$ cat src/rtl/keypad_entry_buffer_pkg.sv
// Shared types and constants for the keypad entry buffer: filter state
// encoding, digit-class decode and default command-key codes.
package keypad_entry_pkg;

  typedef enum logic [1:0] {
    S_IDLE    = 2'd0,
    S_PRESS   = 2'd1,
    S_HELD    = 2'd2,
    S_RELEASE = 2'd3
  } kp_state_e;

  localparam logic [3:0] MAX_DIGIT_KEY = 4'd9;

  localparam logic [3:0] DEF_ENTER_KEY = 4'hA;
  localparam logic [3:0] DEF_BACK_KEY  = 4'hB;
  localparam logic [3:0] DEF_CLEAR_KEY = 4'hC;

  function automatic logic is_digit(input logic [3:0] key);
    return key <= MAX_DIGIT_KEY;
  endfunction

endpackage

$ cat src/rtl/keypad_entry_buffer_if.sv
// Scanner-side inputs and display-side outputs of the keypad entry buffer,
// plus the filter state for observation.
interface keypad_entry_buffer_if #(
  parameter int N_DIGITS = 4
) ();
  localparam int CW = $clog2(N_DIGITS + 1);
  localparam int VW = 4 * N_DIGITS;

  // KEY_VAL is meaningful only while KEY_PRESSED is high; there is no ready.
  // LOAD, COMMIT and REJECT are single-cycle strobes with no backpressure:
  // the consumer must sample them on the cycle they are high.
  logic                         KEY_PRESSED;
  logic [3:0]                   KEY_VAL;
  logic [VW-1:0]                VALUE;
  logic [CW-1:0]                DIGIT_COUNT;
  logic                         LOAD;
  logic                         COMMIT;
  logic [VW-1:0]                COMMIT_VALUE;
  logic                         REJECT;
  keypad_entry_pkg::kp_state_e  DBG_STATE;

  modport master (
    output KEY_PRESSED, KEY_VAL,
    input  VALUE, DIGIT_COUNT, LOAD, COMMIT, COMMIT_VALUE, REJECT, DBG_STATE
  );

  modport slave (
    input  KEY_PRESSED, KEY_VAL,
    output VALUE, DIGIT_COUNT, LOAD, COMMIT, COMMIT_VALUE, REJECT, DBG_STATE
  );

endinterface

$ cat src/rtl/keypad_entry_buffer_key_press_filter.sv
// Synchronises the raw scanner level/code and qualifies each press with a
// stable-hold filter; emits a one-cycle accept together with the held code.
module key_press_filter
  import keypad_entry_pkg::*;
#(
  parameter int STABLE_CYCLES = 16
) (
  input  logic       i_clk,
  input  logic       i_rst,
  input  logic       i_pressed,
  input  logic [3:0] i_key,
  output logic       o_accept,
  output logic [3:0] o_key,
  output kp_state_e  o_state
);

  localparam int                CNT_W    = $clog2(STABLE_CYCLES) + 1;
  localparam logic [CNT_W-1:0]  CNT_LAST = CNT_W'(STABLE_CYCLES - 1);
  localparam logic [CNT_W-1:0]  CNT_ONE  = CNT_W'(1);

  logic             r_p_meta;
  logic             r_p_s;
  logic [3:0]       r_v_meta;
  logic [3:0]       r_v_s;

  kp_state_e        r_state;
  logic [CNT_W-1:0] r_cnt;
  logic [3:0]       r_key_q;
  logic             r_accept;

  kp_state_e        w_state_nxt;
  logic [CNT_W-1:0] w_cnt_nxt;
  logic [3:0]       w_key_nxt;
  logic             w_accept_nxt;

  always_ff @(posedge i_clk or posedge i_rst) begin
    if (i_rst) begin
      r_p_meta <= 1'b0;
      r_p_s    <= 1'b0;
      r_v_meta <= 4'h0;
      r_v_s    <= 4'h0;
    end else begin
      r_p_meta <= i_pressed;
      r_p_s    <= r_p_meta;
      r_v_meta <= i_key;
      r_v_s    <= r_v_meta;
    end
  end

  always_ff @(posedge i_clk or posedge i_rst) begin
    if (i_rst) begin
      r_state  <= S_IDLE;
      r_cnt    <= '0;
      r_key_q  <= 4'h0;
      r_accept <= 1'b0;
    end else begin
      r_state  <= w_state_nxt;
      r_cnt    <= w_cnt_nxt;
      r_key_q  <= w_key_nxt;
      r_accept <= w_accept_nxt;
    end
  end

  // Accept is registered so the entry datapath acts one edge after HELD.
  always_comb begin
    w_state_nxt  = r_state;
    w_cnt_nxt    = r_cnt;
    w_key_nxt    = r_key_q;
    w_accept_nxt = 1'b0;
    case (r_state)
      S_IDLE: begin
        if (r_p_s) begin
          w_key_nxt   = r_v_s;
          w_cnt_nxt   = CNT_ONE;
          w_state_nxt = S_PRESS;
        end
      end
      S_PRESS: begin
        if (!r_p_s || (r_v_s != r_key_q)) begin
          w_cnt_nxt   = '0;
          w_state_nxt = S_IDLE;
        end else if (r_cnt == CNT_LAST) begin
          w_cnt_nxt    = '0;
          w_state_nxt  = S_HELD;
          w_accept_nxt = 1'b1;
        end else begin
          w_cnt_nxt = r_cnt + CNT_ONE;
        end
      end
      S_HELD: begin
        if (!r_p_s) begin
          w_cnt_nxt   = CNT_ONE;
          w_state_nxt = S_RELEASE;
        end
      end
      S_RELEASE: begin
        if (r_p_s) begin
          w_cnt_nxt   = '0;
          w_state_nxt = S_HELD;
        end else if (r_cnt == CNT_LAST) begin
          w_cnt_nxt   = '0;
          w_state_nxt = S_IDLE;
        end else begin
          w_cnt_nxt = r_cnt + CNT_ONE;
        end
      end
      default: begin
        w_cnt_nxt   = '0;
        w_state_nxt = S_IDLE;
      end
    endcase
  end

  always_comb begin
    o_accept = r_accept;
    o_key    = r_key_q;
    o_state  = r_state;
  end

endmodule

$ cat src/rtl/keypad_entry_buffer.sv
// Keypad entry buffer: filtered key presses build a right-shifting decimal
// entry with enter/backspace/clear, and drive the display via a LOAD strobe.
module keypad_entry_buffer
  import keypad_entry_pkg::*;
#(
  parameter int         N_DIGITS      = 4,
  parameter int         STABLE_CYCLES = 16,
  parameter logic [3:0] ENTER_KEY     = DEF_ENTER_KEY,
  parameter logic [3:0] BACK_KEY      = DEF_BACK_KEY,
  parameter logic [3:0] CLEAR_KEY     = DEF_CLEAR_KEY
) (
  input  logic                 CLK,
  input  logic                 RESET,
  keypad_entry_buffer_if.slave bus
);

  localparam int             CW     = $clog2(N_DIGITS + 1);
  localparam int             VW     = 4 * N_DIGITS;
  localparam logic [CW-1:0]  CNT_MAX = CW'(N_DIGITS);
  localparam logic [CW-1:0]  CNT_ONE = CW'(1);

  logic            w_accept;
  logic [3:0]      w_key;
  kp_state_e       w_state;

  logic [VW-1:0]   r_value;
  logic [CW-1:0]   r_count;
  logic [VW-1:0]   r_commit_value;
  logic            r_upd;
  logic            r_load;
  logic            r_commit;
  logic            r_reject;

  key_press_filter #(
    .STABLE_CYCLES (STABLE_CYCLES)
  ) u_filter (
    .i_clk     (CLK),
    .i_rst     (RESET),
    .i_pressed (bus.KEY_PRESSED),
    .i_key     (bus.KEY_VAL),
    .o_accept  (w_accept),
    .o_key     (w_key),
    .o_state   (w_state)
  );

  // r_upd marks an edit of the entry; LOAD trails it by one cycle so the
  // display samples the already-updated VALUE.
  always_ff @(posedge CLK or posedge RESET) begin
    if (RESET) begin
      r_value        <= '0;
      r_count        <= '0;
      r_commit_value <= '0;
      r_upd          <= 1'b0;
      r_load         <= 1'b0;
      r_commit       <= 1'b0;
      r_reject       <= 1'b0;
    end else begin
      r_upd    <= 1'b0;
      r_commit <= 1'b0;
      r_reject <= 1'b0;
      r_load   <= r_upd;
      if (w_accept) begin
        if (w_key == ENTER_KEY) begin
          if (r_count != '0) begin
            r_commit_value <= r_value;
            r_commit       <= 1'b1;
            r_value        <= '0;
            r_count        <= '0;
            r_upd          <= 1'b1;
          end
        end else if (w_key == BACK_KEY) begin
          if (r_count != '0) begin
            r_value <= r_value >> 4;
            r_count <= r_count - CNT_ONE;
            r_upd   <= 1'b1;
          end
        end else if (w_key == CLEAR_KEY) begin
          r_value <= '0;
          r_count <= '0;
          r_upd   <= (r_value != '0) || (r_count != '0);
        end else if (is_digit(w_key)) begin
          if (r_count < CNT_MAX) begin
            r_value <= (r_value << 4) | VW'(w_key);
            r_count <= r_count + CNT_ONE;
            r_upd   <= 1'b1;
          end else begin
            r_reject <= 1'b1;
          end
        end else begin
          r_reject <= 1'b1;
        end
      end
    end
  end

  always_comb begin
    bus.VALUE        = r_value;
    bus.DIGIT_COUNT  = r_count;
    bus.LOAD         = r_load;
    bus.COMMIT       = r_commit;
    bus.COMMIT_VALUE = r_commit_value;
    bus.REJECT       = r_reject;
    bus.DBG_STATE    = w_state;
  end

endmodule

$ cat src/flat_wrapper.sv
// flat-port wrapper written by rule: the top's interface ports become plain ports
module keypad_entry_buffer_flat import keypad_entry_pkg::*;
#(
  parameter int         N_DIGITS      = 4,
  parameter int         STABLE_CYCLES = 16,
  parameter logic [3:0] ENTER_KEY     = DEF_ENTER_KEY,
  parameter logic [3:0] BACK_KEY      = DEF_BACK_KEY,
  parameter logic [3:0] CLEAR_KEY     = DEF_CLEAR_KEY
)
  (CLK, RESET, bus_KEY_PRESSED, bus_KEY_VAL, bus_VALUE, bus_DIGIT_COUNT, bus_LOAD, bus_COMMIT, bus_COMMIT_VALUE, bus_REJECT, bus_DBG_STATE);
  keypad_entry_buffer_if #(.N_DIGITS(N_DIGITS)) bus_i ();
  input  logic CLK;
  input  logic RESET;
  input wire logic [$bits(bus_i.KEY_PRESSED)-1:0] bus_KEY_PRESSED;
  input wire logic [$bits(bus_i.KEY_VAL)-1:0] bus_KEY_VAL;
  output wire logic [$bits(bus_i.VALUE)-1:0] bus_VALUE;
  output wire logic [$bits(bus_i.DIGIT_COUNT)-1:0] bus_DIGIT_COUNT;
  output wire logic [$bits(bus_i.LOAD)-1:0] bus_LOAD;
  output wire logic [$bits(bus_i.COMMIT)-1:0] bus_COMMIT;
  output wire logic [$bits(bus_i.COMMIT_VALUE)-1:0] bus_COMMIT_VALUE;
  output wire logic [$bits(bus_i.REJECT)-1:0] bus_REJECT;
  output wire logic [$bits(bus_i.DBG_STATE)-1:0] bus_DBG_STATE;
  assign bus_i.KEY_PRESSED = bus_KEY_PRESSED;
  assign bus_i.KEY_VAL = bus_KEY_VAL;
  assign bus_VALUE = bus_i.VALUE;
  assign bus_DIGIT_COUNT = bus_i.DIGIT_COUNT;
  assign bus_LOAD = bus_i.LOAD;
  assign bus_COMMIT = bus_i.COMMIT;
  assign bus_COMMIT_VALUE = bus_i.COMMIT_VALUE;
  assign bus_REJECT = bus_i.REJECT;
  assign bus_DBG_STATE = bus_i.DBG_STATE;
  keypad_entry_buffer #(.N_DIGITS(N_DIGITS), .STABLE_CYCLES(STABLE_CYCLES), .ENTER_KEY(ENTER_KEY), .BACK_KEY(BACK_KEY), .CLEAR_KEY(CLEAR_KEY)) u_core (.CLK(CLK), .RESET(RESET), .bus(bus_i));
endmodule
$ cat config.mk
export PLATFORM = sky130hd
export DESIGN_NAME = keypad_entry_buffer_flat
export DESIGN_NICKNAME = d
export VERILOG_FILES = /design/src/rtl/keypad_entry_buffer_pkg.sv /design/src/rtl/keypad_entry_buffer_if.sv /design/src/rtl/keypad_entry_buffer_key_press_filter.sv /design/src/rtl/keypad_entry_buffer.sv /design/src/flat_wrapper.sv
export SDC_FILE = /design/constraint.sdc
export NUM_CORES = 1
export LEC_CHECK = 0
export CAP_MARGIN = 25
export CORE_MARGIN = 5
export CORE_UTILIZATION = 30
export DETAILED_ROUTE_END_ITERATION = 10
export HOLD_SLACK_MARGIN = 0.03
export PLACE_DENSITY_LB_ADDON = 0.08
export SETUP_SLACK_MARGIN = 0.3
export SYNTH_ARGS = -nofsm -noshare
export SYNTH_HDL_FRONTEND = slang
export SYNTH_HIERARCHICAL = 1
export SYNTH_SLANG_ARGS = --single-unit
export TNS_END_PERCENT = 10
$ cat constraint.sdc
create_clock -name CLK -period 2.97 [get_ports CLK]
set_input_delay 0.297 -clock CLK [delete_from_list [all_inputs] [get_ports CLK]]
set_output_delay 0.297 -clock CLK [all_outputs]
set_load 0.03 [all_outputs]
* Word level (Yosys, flattened, before mapping)
Index checks and enable logic that the tools add are counted.
** Word-level totals
- Bits in registers :: 61
- Bits in latches :: 0
- RAM bits :: 0
- Memory bits (read-only) :: 0
- Bits of input ports :: 7
- Output and inout port bits :: 40
- Memories :: 0
** Operators by class
- Add/subtract/negate cells :: 3
- $mul :: 0
- Divide/modulo/power cells :: 0
- Magnitude comparators :: 2
- Equality and inequality tests :: 14
- Shift-type cells :: 0
- Multiplexer cells :: 45
- Bitwise logic cells :: 1
- Reductions and logical operators :: 13
** Operator list (number)
- $mux W16 :: 7
- $mux W5 :: 5
- $mux W3 :: 7
- $pmux W5 S4 :: 1
- $mux W1 :: 18
- $or A16 B4 Y16 :: 1
- $reduce_bool A16 Y1 :: 1
- $eq A4 B4 Y1 const B :: 3
- $mux W2 :: 6
- $ne A2 B2 Y1 const B :: 4
- $pmux W2 S4 :: 1
- $reduce_bool A4 Y1 :: 2
- $ne A3 B3 Y1 const B :: 2
- $add A5 B1 Y5 const B :: 1
- $eq A5 B4 Y1 const B :: 1
- $reduce_and A5 Y1 :: 1
- $eq A2 B2 Y1 const B :: 2
- $le A4 B4 Y1 const B :: 1
- $ne A4 B4 Y1 :: 1
- $reduce_and A2 Y1 :: 2
- $reduce_and A4 Y1 :: 1
- $add A3 B1 Y3 const B :: 1
- $lt A3 B3 Y1 const B :: 1
- $reduce_and A3 Y1 :: 1
- 6 further kinds :: 7

* Depth between registers and ports, before layout
- Word-level depth :: 7
- Depth in mapped cells :: 7
- Gate-level depth less buffers :: 6

* By module
Netlist, hierarchy kept.
** By module, submodules not included
- keypad_entry_buffer :: times used 1, cells each 143, area each 1878.1 sq um, seq. area each 975.9 sq um
- key_press_filter :: times used 1, cells each 71, area each 920.9 sq um, seq. area each 550.5 sq um

* Worst setup path before layout
OpenSTA, ideal clock, no wires.
- Path kind :: register -> register
- From :: register u_core.r_count[0], in the netlist u_core/bus.DIGIT_COUNT[0]
- To :: register u_core.r_count[0], in the netlist u_core/bus.DIGIT_COUNT[0]
- Setup time :: 0.125 ns
- Arrival time :: 1.707 ns
- Data required time :: 2.845 ns
- Path slack :: 1.138 ns
- Cell stages (with the launch flop) :: 8
- Path buffers :: 1
- Cells stage by stage :: dfrtp_1 -> inv_1 -> ha_1 -> nand2b_1 -> o21ai_2 -> nor2_4 -> buf_6 -> mux2_4
** On the way
- Longest elaborated chain between the ends :: 6
- Elaborated cells on any way between the ends :: 14
- Those cells by class :: add/sub (2); order compare (1); eq/ne (2); mux (6); reduce/logical (3)
** Ends and longest elaborated chain
- start, declared :: line keypad_entry_buffer.sv:27 : logic [CW-1:0] r_count;
- start signal, assigned :: line keypad_entry_buffer.sv:74 : r_count <= r_count - CNT_ONE;
- start signal, assigned :: line keypad_entry_buffer.sv:84 : r_count <= r_count + CNT_ONE;
- $add A3 B1 Y3 :: line keypad_entry_buffer.sv:84
- $mux W3 :: line keypad_entry_buffer.sv:82 : if (r_count < CNT_MAX) begin
- $mux W3 :: line keypad_entry_buffer.sv:81 : end else if (is_digit(w_key)) begin
- $mux W3 :: line keypad_entry_buffer.sv:77 : end else if (w_key == CLEAR_KEY) begin
- $mux W3 :: line keypad_entry_buffer.sv:71 : end else if (w_key == BACK_KEY) begin
- $mux W3 :: line keypad_entry_buffer.sv:63 : if (w_key == ENTER_KEY) begin
Parallel ways exist; a longest one is shown, timed or not. The select of a mux whose other input is x is not followed.
A chain may end at the register's enable or synchronous reset.

* Final worst setup path
- From :: register u_core.r_count[0], in the netlist u_core/bus.DIGIT_COUNT[0]
- To :: register u_core.r_value[7], in the netlist u_core/bus.VALUE[7]
** On the way
- Longest elaborated chain between the ends :: 3
- Elaborated cells on any way between the ends :: 6
- Those cells by class :: order compare (1); eq/ne (2); reduce/logical (3)
** Ends and longest elaborated chain
- $lt A3 B3 Y1 / $reduce_bool A3 Y1 (equally long branches) :: line keypad_entry_buffer.sv:82, keypad_entry_buffer.sv:64, keypad_entry_buffer.sv:72
- $reduce_bool A4 Y1 (no line) / $ne A2 B2 Y1 (equally long branches)
- $reduce_and A5 Y1 (no line) (*)
- end signal, assigned :: line keypad_entry_buffer.sv:73 : r_value <= r_value >> 4;
- end signal, assigned :: line keypad_entry_buffer.sv:83 : r_value <= (r_value << 4) | VW'(w_key);
- end, declared :: line keypad_entry_buffer.sv:26 : logic [VW-1:0] r_value;
Every way passes the cells marked *; elsewhere a longest branch is shown, timed or not.

==> results.yml <==
clock_network:
  root_buffer: "clkbuf_8"
  cts_setup_buffers: 0
  cts_tree: "built"
  clockBufferDepth: 2
  cts_buffers: 9
  post_cts_resized: 0
  hold_buffers: 0
  htree_num_levels: 3
  insertion_delay_ns: 0.34
  clock-sinks: 61
  clk_pin_slew_ns: 0.07
logic_synthesis:
  ys_types: 55
  ys_warn_count: 6
  synth_seq_cells: 61
  synthCells: 214
  synth_top_area_share: 0.545
  netlist_top_cells_area: "dfrtp_1, mux2_2, mux2_4, mux2_1, o21ai_0"
  synth_top_cell_by_area: "dfrtp_1"
  avgSynthCellArea_um2: 13.1
  ys_dominant_reg_cell: "dfrtp_1"
  synth_seq_area_share: 0.545
  syn_nets: 225
  synth-edff-count: 0
  postSynth.asyncResetShare: 1.00
  synth_area_mm2: 0.00280
layout:
  areaGrowthSynthToFinish_pct: 25.6
  final_common_cell: "dfrtp_1"
  nets: 274
  final_cell_mix: "dfrtp_1, clkdlybuf4s50_1, mux2_2"
  drive_gt1_frac: 0.213
  antenna_cells: 0
  fin_area_mm2: 0.00352
  postLayoutCoreUtil: 0.384
status:
  outcome: "completed"
timing:
  report.final.hold_viol_count: 0
  rsz0062_at_grt: "no"
  period_needed_ns: 2.07
  skew_ns: 0.00926
  tns_ns: 0
  fmax_ghz: 0.482
  setup_violations: 0
  setup_slack_ns: 0.896
  tightestPinTransition_ns: 0.856
  post-route-period-util: 0.698
  relSlewSlack: 0.429
  slew_viol_final: 0
die:
  fp.dieW_um: 107
  coreArea_mm2: 0.00915
  die_h_um: 107
  io_pins: 47
  rows: 35
  dieArea_mm2: 0.0114
  initial_core_util: 0.306
route:
  drt_iter0_drc: 65
  postRouteAntennaNets: 0
  drt_drc_violations_left: 0
  vias_per_cell: 4.88
  routedWlPerCell_um: 16.4
  vias: 1844
  dr.pass1.iters: 4
  wirelength_mm: 6.21
setup_path:
  crit_path_start_kind: "flop"
  worst_setup_path_end_kind: "flop"
  critical_path_class: "reg -> reg"
  worst_ep_required_time_ns: 3.19
  crit_fanout: 17
  arrival_ns: 2.29
grt:
  grt_first_pass_wirelength_mm: 10.3
  grt_pass1_vias: 1912
  grtUsageTotal: 0.117
  antenna_found_initial: 0
  grt_max_degree: 40
  grt-ovfl-total: 0
placement:
  dp_worst_setup_slack_ns: 0.933
  port_buffers: 46
  placed_cell_area_mm2: 0.00334
  hpwlAfterDp_mm: 4.20
  gp_congestion: 0.711
min_path:
  hold_class: "reg -> reg"
power:
  internal_power_mw: 1.25
  switching_share: 0.262
  power-per-cell-area_mw_per_mm2: 482
  leakagePower_nw: 1.52
  power_frac_seq: 0.522
  p_sw_mw: 0.445
  comb_power_share: 0.090
  clock_power_share: 0.388
  vdd_ir_drop_max_mv: 0.196
run:
  maxCapViolations: 0
## layer usage
layer | GRT usage | wire length, um
met2 | 0.187 | 3020
met1 | 0.151 | 2850
met4 | 0.0493 | 79
met3 | 0.0277 | 254
met5 | 0 | 0
## power by group through the flow
stage	clock network [mW]	registers (mW)	logic (mW)
after floorplan	0	0.890	0.135
after detailed placement	0	0.901	0.156
final	0.658	0.885	0.153
after global routing	0.725	0.890	0.172
after global placement	0	0.900	0.156
after CTS	0.688	0.885	0.156
## stage by stage
stage	std cells	hold slack, ns	power, mW
2_1_floorplan	214	0.286	1.02
3_3_place_gp	363	0.333	1.06
3_5_place_dp	363	0.335	1.06
4_1_cts	378	0.349	1.73
5_1_grt	378	0.355	1.79
6_report	378	0.347	1.70
## sequential cells by signal, summed over array words and instances, names as in the netlist
register	count
u_core/u_filter/r_cnt	5
u_core/u_filter/o_key	4
u_core/bus.DIGIT_COUNT	3
u_core/bus.VALUE	16
u_core/u_filter/r_p_s	1
u_core/u_filter/o_state	2
u_core/bus.LOAD	1
u_core/bus.COMMIT	1
u_core/u_filter/r_p_meta	1
u_core/bus.REJECT	1
u_core/r_upd	1
u_core/bus.COMMIT_VALUE	16
u_core/u_filter/r_v_s	4
u_core/u_filter/r_v_meta	4
u_core/u_filter/o_accept	1
## cells by family after synthesis
kind of cell             synth area share
buffers and inverters              0.0340
AND/OR/NAND/NOR                     0.121
adder cells (fa/ha/maj)            0.0179
flip-flops                          0.545
multiplexers                        0.139
XOR/XNOR                           0.0188
AO/OA/AOI/OAI                       0.125
## cell usage after synthesis, types with 2 or more instances
| cell | number |
|---|---|
| xnor2_1 | 3 |
| nor2_4 | 2 |
| nor3_1 | 2 |
| ha_1 | 4 |
| o21ai_0 | 12 |
| nand3_1 | 3 |
| o31ai_1 | 7 |
| mux2_1 | 6 |
| nor2b_1 | 2 |
| nor4_1 | 3 |
| buf_6 | 3 |
| dfrtp_1 | 61 |
| a32oi_1 | 2 |
| a22o_1 | 6 |
| mux2i_1 | 2 |
| inv_1 | 8 |
| and2b_4 | 2 |
| buf_2 | 4 |
| mux2_2 | 16 |
| nand2_1 | 14 |
| nor3_4 | 2 |
| a22o_2 | 2 |
| o21ai_1 | 4 |
| a21oi_1 | 2 |
| xor2_1 | 3 |
| mux2_4 | 8 |
| o41ai_1 | 3 |
## final timing paths
| path | from | cells past startpoint | slack [ns] | endpoint |
|---|---|---|---|---|
| max | u_core/bus.DIGIT_COUNT[0] | 6 | 0.90 | u_core/bus.VALUE[7] |
| max reg2reg | u_core/bus.DIGIT_COUNT[0] | 6 | 0.90 | u_core/bus.VALUE[7] |
| min | u_core/r_upd | 0 | 0.35 | u_core/bus.LOAD |
| min reg2reg | u_core/r_upd | 0 | 0.35 | u_core/bus.LOAD |
| min in group asynchronous | RESET | 3 | 0.41 | u_core/bus.REJECT |
| max in group asynchronous | RESET | 2 | 1.97 | u_core/u_filter/o_state[0] |
## layout make-up
cell class              count  area, um^2
clock buffers              11         151
fillers                   894        5640
clock inverters             4        23.8
repair buffers             47         468
flip-flops and latches     61        1530
inverters                   8        30.0
well taps                 111         139
multi-input cells         136        1180
## critical path: stages (launching register included)
cell and delay (ns):
dfrtp_1 0.42, inv_1 0.10, ha_1 0.16, nand2b_1 0.13
o21ai_2 0.57, nor2_4 0.22, mux2_4 0.35
Power figures use the tool's default switching activity.
